$ cat src/rtl/module_display_scan.sv
// Time-multiplexed 4-digit common-anode 7-segment driver. The displayed value is
// double-buffered and only swaps on frame boundaries, and each slot opens with anode dead time.
module module_display_scan #(
  parameter int TICKS_PER_DIGIT = 27000,
  parameter int DEAD_TICKS      = 16
) (
  input  logic        clk,
  input  logic        rst,
  input  logic        load_i,
  input  logic [15:0] data_i,
  input  logic        blank_lz_i,
  output logic [6:0]  seg_o,
  output logic [3:0]  an_o,
  output logic [1:0]  digit_o,
  output logic        frame_o
);

  localparam int CW = (TICKS_PER_DIGIT > 2) ? $clog2(TICKS_PER_DIGIT) : 1;
  localparam logic [CW-1:0] CNT_LAST = CW'(TICKS_PER_DIGIT - 1);
  localparam logic [CW-1:0] DEAD_CNT = CW'(DEAD_TICKS);

  logic [CW-1:0] r_cnt;
  logic [1:0]    r_digit;
  logic [15:0]   r_disp;
  logic [15:0]   r_pend;
  logic          r_pend_flag;

  logic          w_last_tick;
  logic          w_boundary;
  logic          w_dead;
  logic          w_blank;
  logic [3:0]    w_nibble;
  logic [6:0]    w_font;

  always_comb begin
    w_last_tick = (r_cnt == CNT_LAST);
    w_boundary  = w_last_tick && (r_digit == 2'd3);
    w_dead      = (r_cnt < DEAD_CNT);
    w_nibble    = 4'h0;
    w_blank     = 1'b0;
    // A digit is a leading zero only if it and every higher nibble are zero.
    case (r_digit)
      2'd0: begin w_nibble = r_disp[3:0];   w_blank = 1'b0;                    end
      2'd1: begin w_nibble = r_disp[7:4];   w_blank = (r_disp[15:4]  == '0);   end
      2'd2: begin w_nibble = r_disp[11:8];  w_blank = (r_disp[15:8]  == '0);   end
      2'd3: begin w_nibble = r_disp[15:12]; w_blank = (r_disp[15:12] == '0);   end
      default: begin w_nibble = 4'h0;       w_blank = 1'b0;                    end
    endcase
  end

  always_comb begin
    w_font = 7'b1111111;
    case (w_nibble)
      4'h0: w_font = 7'b1000000;
      4'h1: w_font = 7'b1111001;
      4'h2: w_font = 7'b0100100;
      4'h3: w_font = 7'b0110000;
      4'h4: w_font = 7'b0011001;
      4'h5: w_font = 7'b0010010;
      4'h6: w_font = 7'b0000010;
      4'h7: w_font = 7'b1111000;
      4'h8: w_font = 7'b0000000;
      4'h9: w_font = 7'b0010000;
      4'hA: w_font = 7'b0001000;
      4'hB: w_font = 7'b0000011;
      4'hC: w_font = 7'b1000110;
      4'hD: w_font = 7'b0100001;
      4'hE: w_font = 7'b0000110;
      4'hF: w_font = 7'b0001110;
      default: w_font = 7'b1111111;
    endcase
  end

  always_ff @(posedge clk) begin
    if (!rst) begin
      r_cnt       <= '0;
      r_digit     <= 2'd0;
      r_disp      <= 16'h0000;
      r_pend      <= 16'h0000;
      r_pend_flag <= 1'b0;
      seg_o       <= 7'b1111111;
      an_o        <= 4'b1111;
      digit_o     <= 2'd0;
      frame_o     <= 1'b0;
    end else begin
      if (w_last_tick) begin
        r_cnt   <= '0;
        r_digit <= r_digit + 2'd1;
      end else begin
        r_cnt   <= r_cnt + CW'(1);
      end

      // A load landing on the boundary itself bypasses the pending buffer.
      if (w_boundary) begin
        if (load_i)           r_disp <= data_i;
        else if (r_pend_flag) r_disp <= r_pend;
        r_pend_flag <= 1'b0;
      end else if (load_i) begin
        r_pend      <= data_i;
        r_pend_flag <= 1'b1;
      end

      an_o    <= w_dead ? 4'b1111 : ~(4'b0001 << r_digit);
      seg_o   <= (w_dead || (blank_lz_i && w_blank)) ? 7'b1111111 : w_font;
      digit_o <= r_digit;
      frame_o <= w_boundary;
    end
  end

endmodule

$ cat config.mk
export PLATFORM = sky130hd
export DESIGN_NAME = module_display_scan
export DESIGN_NICKNAME = d
export VERILOG_FILES = /design/src/rtl/module_display_scan.sv
export SDC_FILE = /design/constraint.sdc
export NUM_CORES = 1
export LEC_CHECK = 0
export CORE_ASPECT_RATIO = 2
export CORE_MARGIN = 2
export CORE_UTILIZATION = 40
export CTS_BUF_LIST = sky130_fd_sc_hd__clkbuf_8
export DETAILED_ROUTE_END_ITERATION = 10
export PLACE_DENSITY = 0.63
export SETUP_SLACK_MARGIN = 0.1
export SLEW_MARGIN = 20
export SYNTH_ARGS = -nofsm -noshare
export SYNTH_HDL_FRONTEND = slang
export SYNTH_SLANG_ARGS = --single-unit
$ cat constraint.sdc
create_clock -name clk -period 2.15 [get_ports clk]
set_input_delay 0.645 -clock clk [delete_from_list [all_inputs] [get_ports clk]]
set_output_delay 0.645 -clock clk [all_outputs]
set_load 0.005 [all_outputs]
==> Yosys cells after proc, flatten, opt, wreduce, memory -nomap -nowiden <==
Memories as Yosys holds them, arrays and structs flattened. A register that Yosys moved wholly into a read port is not among the register bits.
Cells that the tools add are included.
{ "classes": {"add_sub_neg": 2, "magnitude_cmp": 1, "n_eq_ne": 4, "shifts": 1, "mux": 4, "n_bitwise": 3, "reduce_logical": 14} }
{ "ops": {"columns": ["op", "count"], "rows": [
  ["16-bit 2-to-1 mux", 2],
  ["4-bit one-hot mux with 4 select lines", 1],
  ["15-bit by 1-bit adder with 15-bit output, second input constant", 1],
  ["15-bit == test, second input constant", 1],
  ["15-bit by 5-bit less-than comparator with 1-bit output, second input constant", 1],
  ["12-bit logical NOT", 1],
  ["8-bit logical NOT", 1],
  ["2-bit OR reduction", 4],
  ["2-bit == test, second input constant", 2],
  ["4-bit logical NOT", 1],
  ["4-bit NOT", 1],
  ["1-bit one-hot mux with 4 select lines", 1],
  ["2-bit AND reduction", 2],
  ["1-bit by 2-bit << shifter with 4-bit output, first input constant", 1],
  ["2-bit by 1-bit adder with 2-bit output, second input constant", 1],
  ["2-bit by 1-bit == test with 1-bit output, second input constant", 1],
  ["1-bit logical AND", 2],
  ["2-bit logical NOT", 1],
  ["1-bit NOT", 2],
  ["2-bit nonzero test", 1],
  ["1-bit logical OR", 1]
]} }
{ "totals": {"register_bits": 57, "rom_bits": 112, "in_bits": 20, "output_inout_bits": 14, "elab_cells": 38, "mem_count": 1} }
{ "mem_list": {"columns": ["name", "words", "width", "read_ports", "rd_ports_with_merged_regs", "write_ports", "line_no", "rtl"], "rows": [
  ["(name not given)", 16, 7, 1, 1, 0, "53", "case (w_nibble)"]
]} }

==> Depth between registers and ports, before layout <==
Gate-level depths: netlist of the first run.
{ "logic_depth": {"word_depth": 5, "ltp_mapped": 11, "depth_no_buf": 11} }

==> Worst setup path after synthesis of the first run <==
No wires, ideal clock.
{ "synth_timing": {"path_kind": "reg-to-reg", "startpoint": "register r_digit[0]", "endpoint": "register seg_o[3]", "setup_time_ns": 0.083, "arrival_time_ns": 2.182, "required_time_ns": 2.067, "slack_ns": -0.115, "path_stages_with_launch": 12, "path_buffers": 1, "period_less_slack_ns": 2.265, "cell_sequence": "dfxtp_1 -> inv_1 -> ha_1 -> clkbuf_1 -> mux2i_1 -> inv_1 -> ha_1 -> nand2_1 -> o21ai_0 -> nand2_1 -> o21ai_0 -> o221ai_1"} }
{ "synth_between": {"elab_chain_cells": 5, "elab_cells_between_ends": 9, "cone_classes": "eq/ne (3); mux (2); reduce/logical (4)"} }
{ "synth_lines": {"columns": ["element", "line_no", "rtl"], "rows": [
  ["start: declaration", "23", "logic [1:0] r_digit;"],
  ["start signal: assignment", "88", "r_digit <= r_digit + 2'd1;"],
  ["2-bit == test (tied with other cells)", "42", "case (r_digit)"],
  ["1-bit one-hot mux with 4 select lines", "42", null],
  ["1-bit logical AND", "104", "seg_o <= (w_dead || (blank_lz_i && w_blank)) ? 7'b1111111 : w_font;"],
  ["1-bit logical OR", "104", null],
  ["2-bit OR reduction (no line)", null, null],
  ["end: declaration", "12", "output logic [6:0] seg_o,"]
]} }
Parallel ways exist; a longest one is shown, timed or not.
A chain may end at the register's enable or synchronous reset.

==> Worst setup path after layout of the first run <==
{ "layout_timing": {"startpoint": "register r_digit[1]", "endpoint": "register seg_o[4]"} }
Same word-level chain as after synthesis.

==> out/metrics.cfg, run 1 <==
[flow_run]
maxCapViolCount = 0

[sta]
min_period_ns = 2.08
timing.final.crit_share_pct = 96.8
fin_ws_ns = 0.0683
worstMarginPinSlew_ns = 0.511
setup_viol_count_final = 0
finalHoldViolations = 0
slew_violations = 0
timing.fmax_mhz = 480
rsz0062_at_grt = yes
fin_skew_ns = 0.00700
slew_headroom_pct = 65.9
setup_tns_ns = 0

[detailed_routing]
avgViaCountPerCell = 5.28
drc_errors = 0
first_pass_iters = 5
dr.first_iter.drc_count = 123
ant_nets = 0
via_count = 2472
wl_per_cell_um = 14.1
routed_wl_mm = 6.60

[yosys]
postSynthCellCount = 318
synthArstFlopShare_pct = 0
synth_area_sq_um = 3080
synth_top_area_cell = dfxtp_1
ys_top_cells_by_count = 64 x dfxtp_1, 49 x nand2_1, 25 x mux2i_1
yosysWarningCount = 0
synth.avg_cell_area_sq_um = 9.67
synth.top_cell.area_share_pct = 41.7
synth.net_count = 349
synth_top_flop_cell = dfxtp_1
post-synth-top-count-cell = dfxtp_1
yosys-top-cells-area = dfxtp_1 42%, mux2i_1 8.1%, nand2_1 6.0%
ys_seq_area_share_pct = 41.7
synth_cell_types = 44
synth_edf_count = 0
ys_seq_elements = 64

[die]
die_w_um = 66
num_rows = 45
core_sq_um = 7540
start_util_pct = 40.8
ios = 34
die_area_sq_um = 8450
dieHeight_um = 128

[pwr]
intPower_mw = 1.82
powerDensity_nw_per_um2 = 600
sw_frac_of_total_pct = 24.2
p_leak_nw = 1.67
pwr-share-seq_pct = 50.7
ir_drop_mv = 0.490
combPwrFrac_pct = 6.8
clock_power_share_pct = 42.5
power_switching_mw = 0.581

[worst_setup_path]
cp.arrival_ns = 2.29
required_ns = 2.36
crit_path_start_kind = flop
crit_path_end_kind = flop
critPathMaxFanout = 5
crit_type = flop to flop

[clocking]
clkTransAtPathRegs_ns = 0.07
cts_buffer_depth = 2
clk_root_buffer_cell = clkbuf_8
cts_tree = built
cts.sinks = 64
cts_buffers = 9
cts-htree-levels = 3
clk_latency_ns = 0.35

[placed_design]
hpwlAfterDp_mm = 4.79
dpl_worst_slack_ns = -0.102
gp_congestion = 0.834
place_area_sq_um = 3640
port_buffers = 33

[cells_and_area]
fin_nets = 400
drive_gt1_share_pct = 25.9
num-fill-cells = 730
n_antenna_cell = 0
area_growth_pct = 30.3
finalInstanceArea_sq_um = 4010

[global_routing]
antenna_found_initial = 0
grt_overflow = 0
grt_pass1_vias = 2413
grt_pass1_wl_mm = 11.2
grt_max_degree = 34
grt_util_all_layers_pct = 17.2

[min_path]
min_path_type = flop to flop

[run_status]
status = completed

[critical path, cell delays in order (launching register included)]
cell	delay (ns)
dfxtp_4	0.39
inv_4	0.04
ha_4	0.17
a222oi_1	0.50
mux2i_4	0.14
buf_6	0.16
ha_4	0.16
buf_6	0.12
mux2i_1	0.15
o221ai_1	0.12
[per-layer routing]
metal  wire [um]  vias to the layer above  track usage, %
li1            -                     1231               -
met1        2420                     1157            17.4
met2        3630                       64            30.2
met3         288                       20            4.30
met4         259                        0            11.2
met5           0                        -               0
[repair_timing]
action	4_1_cts	5_1_grt
resized for setup	16	13
buffers inserted	3	3
endpoints found under the setup margin	6	23
hold buffers	0	0
pin swaps	8	7
gates cloned	0	0
[through the flow]
stage | total power [mW] | std cells | hold slack [ns] | utilization (%)
CTS | 2.43 | 465 | 0.460 | 52.0
global placement | 1.41 | 446 | 0.432 | 48.3
finish | 2.40 | 468 | 0.456 | 53.1
global route | 2.51 | 468 | 0.475 | 53.1
detailed placement | 1.41 | 446 | 0.444 | 48.3
floorplan | 1.35 | 318 | 0.417 | -
[cell type report]
| class | instances | area [sq um] | share of cell area [%] |
|---|---|---|---|
| Multi-Input combinational cell | 226 | 1790 | 44.6 |
| Sequential cell | 64 | 1290 | 32.2 |
| Timing Repair Buffer | 58 | 574 | 14.3 |
| Clock buffer | 9 | 124 | 3.09 |
| Tap cell | 94 | 118 | 2.93 |
| Clock inverter | 7 | 72.6 | 1.81 |
| Inverter | 10 | 42.5 | 1.06 |
[sequential cells by signal, indices dropped and copies added, names as in the netlist, 2 cells and up]
register and cells:
r_digit 2, digit_o 2, r_pend 16, r_cnt 15, seg_o 7, r_disp 16
an_o 4
[cell families (layout without fill, tap and decap cells)]
group,Yosys count,after routing,synth area share [%]
simple gates,119,119,20.7
flops,64,64,41.7
buf+inv,28,84,4.68
compound gates,55,55,15.6
fa+ha+maj,11,11,4.48
xor+xnor,14,14,3.99
mux,27,27,8.87
[power by group through the flow]
stage	Clock (mW)	Sequential (mW)	Combinational [mW]
6_report	1.02	1.22	0.164
5_1_grt	1.11	1.22	0.181
4_1_cts	1.05	1.22	0.166
3_5_place_dp	0	1.25	0.166
3_3_place_gp	0	1.25	0.162
2_1_floorplan	0	1.25	0.101
[path summary, 6_finish.rpt]
kind | startpoint | endpoint | slack [ns] | cells after the start
hold / removal | r_pend[10] | r_pend[10] | 0.46 | 2
setup reg to reg | r_digit[1] | seg_o[4] | 0.07 | 9
setup / recovery | r_digit[1] | seg_o[4] | 0.07 | 9
hold reg to reg | r_pend[10] | r_pend[10] | 0.46 | 2
[layout by cell type, fill, tap and decap left out, types with 2 or more instances in the layout]
cell             count
o221ai_1             4
inv_4                2
clkbuf_8             9
and3_1               3
mux2i_1             22
buf_12               4
inv_2                2
nor4_1               3
buf_6                3
nor3_1               3
nor4_4               2
clkinv_4             2
xor2_1               6
clkdlybuf4s50_1     32
o21ai_2             16
inv_1                6
a21oi_1              2
nand3_1             10
a222oi_1             4
clkinvlp_4           2
dfxtp_4              2
mux2i_4              2
nor2_1              22
and2_1               3
xnor2_1              8
ha_4                 6
o21ai_1              3
ha_2                 4
o211a_1             17
clkinv_2             2
nand3_2             14
buf_4               18
dfxtp_1             62
nand2_1             49
nand4_1              4
Note: power is estimated with default switching activity, not from simulation.
==> run 2: changes to the inputs <==
Settings changed: CORE_UTILIZATION 40 to 58, PLACE_DENSITY 0.63 to 0.83.
Clock period 2.15 ns to 2 ns, I/O delays scaled along.
==> run 2 against run 1 <==
Against the previous run: the run now ends with setup timing left; non-clock buffer count is 13 higher; sequential cell count stayed put; final area is 8.0% higher; routed wire length is 39% higher; clock power is 29% higher; via count is 13% higher; sequential share of layout area is 2.3 points lower; clock skew is 0.00097 ns higher; count of clock-buffer cells in the layout stayed put; critical endpoint is now seg_o[3].
==> out/metrics.cfg, run 2 (same netlist as run 1, synthesis figures left out) <==
[cells_and_area]
drive_gt1_share_pct = 32.8  ; +6.9 points
mostFrequentLayoutCells = 61 x dfxtp_1, 45 x nand2_1, 32 x clkdlybuf4s50_1, 24 x buf_4, 21 x mux2i_1
fin_nets = 413  ; +3.3%
finalInstanceArea_sq_um = 4330  ; +8.0%
area_growth_pct = 40.8
final_common_cell = dfxtp_1
reg_top3 = r_disp x16, r_pend x16, r_cnt x15
fin_cells = 445  ; -4.9%
num-fill-cells = 268  ; -63%
n_antenna_cell = 0  ; unchanged

[run_status]
status = complete, but fails checks
violations = setup timing

[flow_run]
maxCapViolCount = 0  ; unchanged

[sta]
timing.fmax_mhz = 445  ; -7.4%
finalHoldViolations = 0  ; unchanged
fin_skew_ns = 0.00797  ; +0.000970 ns
timing.final.crit_share_pct = 112  ; +16 points
slew_violations = 0  ; unchanged
setup_viol_count_final = 20  ; +20
worstMarginPinSlew_ns = 0.658  ; +0.146 ns
fin_ws_ns = -0.248  ; -0.317 ns
rsz0062_at_grt = yes
slew_headroom_pct = 56.1  ; -9.8 points
min_period_ns = 2.25  ; +0.167 ns

[pwr]
powerDensity_nw_per_um2 = 657  ; +9.5%
power_switching_mw = 0.626  ; +7.8%
sw_frac_of_total_pct = 22.0  ; -2.2 points
pwr-share-seq_pct = 46.2  ; -4.5 points
intPower_mw = 2.22  ; +22%
p_leak_nw = 1.83  ; +9.5%
combPwrFrac_pct = 7.4  ; +0.6 points
ir_drop_mv = 0.708  ; +45%
clock_power_share_pct = 46.4  ; +3.9 points

[detailed_routing]
top_layer = met4
avgViaCountPerCell = 6.29  ; +19%
ant_nets = 0  ; unchanged
first_pass_iters = 6  ; +1
met1_length_mm = 2.96  ; +23%
wl_met3_um = 420  ; +46%
drc_errors = 0  ; unchanged
wl_per_cell_um = 20.6  ; +46%
dr.first_iter.drc_count = 123  ; unchanged
routed_wl_mm = 9.15  ; +39%
via_count = 2798  ; +13%
wl_met2_mm = 5.23  ; +44%

[clocking]
clk_root_buffer_cell = clkbuf_8
clkTransAtPathRegs_ns = 0.07  ; about the same
cts.sinks = 64  ; unchanged
clk_latency_ns = 0.35  ; about the same
cts_buffer_depth = 2  ; unchanged
cts-htree-levels = 3  ; unchanged
cts_buffers = 9  ; unchanged
cts_tree = built
cts_hold_buf = 0  ; unchanged

[worst_setup_path]
cpMaxStageDelayCell = a222oi_1
cp-endpoint = seg_o[3]
rrSetupSlack_ns = -0.25  ; -0.32 ns
worst_r2r_endpoint = seg_o[3]
crit_family = compound AO/OA/AOI/OAI gates
required_ns = 2.27  ; -0.09 ns
critPathMaxFanout = 5  ; unchanged
critPathBufInv = 2  ; -1
cp.depth = 11  ; +2
crit_path_start_kind = flop
crit_type = flop to flop
reg2reg_from = r_digit[1]
crit_path_end_kind = flop
reg2reg_depth = 11  ; +2
cp.arrival_ns = 2.51  ; +0.22 ns
slowest_delay_ns = 0.41  ; -0.09 ns
crit_chain = buf_4, ha_4, a222oi_1, mux2i_4, inv_2, ha_4, nand2_1, o21ai_1, nand2_1, o21ai_1, o221ai_1
crit_start = r_digit[1]

[placed_design]
hpwlAfterDp_mm = 4.73  ; -1.3%
place_area_sq_um = 3640  ; about the same
dp_cells = 409  ; -8.3%
gp_congestion = 0.920  ; +10%
port_buffers = 33  ; unchanged

[die]
core_sq_um = 5140  ; -32%
start_util_pct = 59.8  ; +19 points
ios = 34  ; unchanged
die_w_um = 55.5  ; -16%
die_area_sq_um = 5940  ; -30%
dieHeight_um = 107  ; -16%
num_rows = 37  ; -18%

[global_routing]
grt_util_all_layers_pct = 26.5  ; +9.3 points
grt_pass1_vias = 2645  ; +9.6%
grt_pass1_wl_mm = 12.3  ; +11%
grt_max_degree = 55  ; +62%
grt_overflow = 0  ; unchanged
antenna_found_initial = 0  ; unchanged

[min_path]
min_path_type = flop to flop

-- run 2: cell types whose count changed in the layout (fill, tap and decap cells not counted), moves of 3 or more --
cell / change
buf_4: +6
clkbuf_16: +4
nand2_2: +3
nand3_4: +4
nor2_1: -5
nand2_1: -4
nor2_2: +5
-- run 2: worst min-delay path by stage --
stage	from	end	slack [ns]	cells past startpoint
floorplan	r_cnt[0]	r_cnt[0]	0.42	1
global placement	r_cnt[0]	r_cnt[0]	0.43	1
detailed placement	r_cnt[0]	r_cnt[0]	0.44	1
CTS	r_pend[12]	r_pend[12]	0.46	2
global route	r_pend[8]	r_pend[8]	0.48	2
finish	r_pend[8]	r_pend[8]	0.46	2
-- run 2: worst reg2reg max path, stage by stage, from the launching register on --
cell and delay (ns):
dfxtp_4 0.37, buf_4 0.16, ha_4 0.18, a222oi_1 0.41
mux2i_4 0.19, inv_2 0.15, ha_4 0.22, nand2_1 0.09
o21ai_1 0.09, nand2_1 0.09, o21ai_1 0.07, o221ai_1 0.16
-- run 2: area by class of cell --
| type | instances | area (sq um) | share of cell area, % |
|---|---|---|---|
| well taps | 58 | 72.6 | 1.68 |
| repair buffers | 71 | 787 | 18.2 |
| inverters | 10 | 42.5 | 0.983 |
| flip-flops and latches | 64 | 1290 | 29.9 |
| multi-input cells | 226 | 1900 | 43.9 |
| clock buffers | 9 | 124 | 2.86 |
| clock inverters | 7 | 110 | 2.54 |
-- run 2: routing by layer --
metal | global-route usage, % | up-vias
met1 | 26.7 | 1355
met3 | 4.34 | 48
li1 | - | 1265
met5 | 0 | -
met2 | 49.7 | 130
met4 | 15.5 | 0
-- run 2: through the flow --
stage	util, %	TNS (ns)	power [mW]	hold slack, ns	worst slack, ns
after floorplan	-	0	1.44	0.417	0.0769
after global placement	70.9	-0.725	1.51	0.427	-0.115
after detailed placement	70.9	-0.847	1.52	0.438	-0.140
after CTS	78.3	-0.0267	2.81	0.459	-0.0267
after global routing	84.2	-1.99	2.93	0.481	-0.333
final	84.2	-0.855	2.84	0.460	-0.248
-- run 2: repair_timing --
item                                   CTS  global route
pin swaps                               14            24
endpoints found under the hold margin    0             0
setup endpoints to repair               40            40
buffers inserted                         7             7
gates resized for setup                 12            31
gates cloned                             1             5
-- run 2: power groups by stage --
stage | Sequential (mW) | Combinational (mW) | Clock, mW
after floorplan | 1.34 | 0.108 | 0
after global placement | 1.34 | 0.170 | 0
after detailed placement | 1.34 | 0.175 | 0
after CTS | 1.31 | 0.179 | 1.32
after global routing | 1.32 | 0.224 | 1.38
final | 1.31 | 0.210 | 1.32
==> run 3: changes to the inputs <==
Settings changed: CTS_CLUSTER_SIZE set to 20.
==> results of run 3 <==
The final DEF is identical to that of run 2; final timing and power are the same.
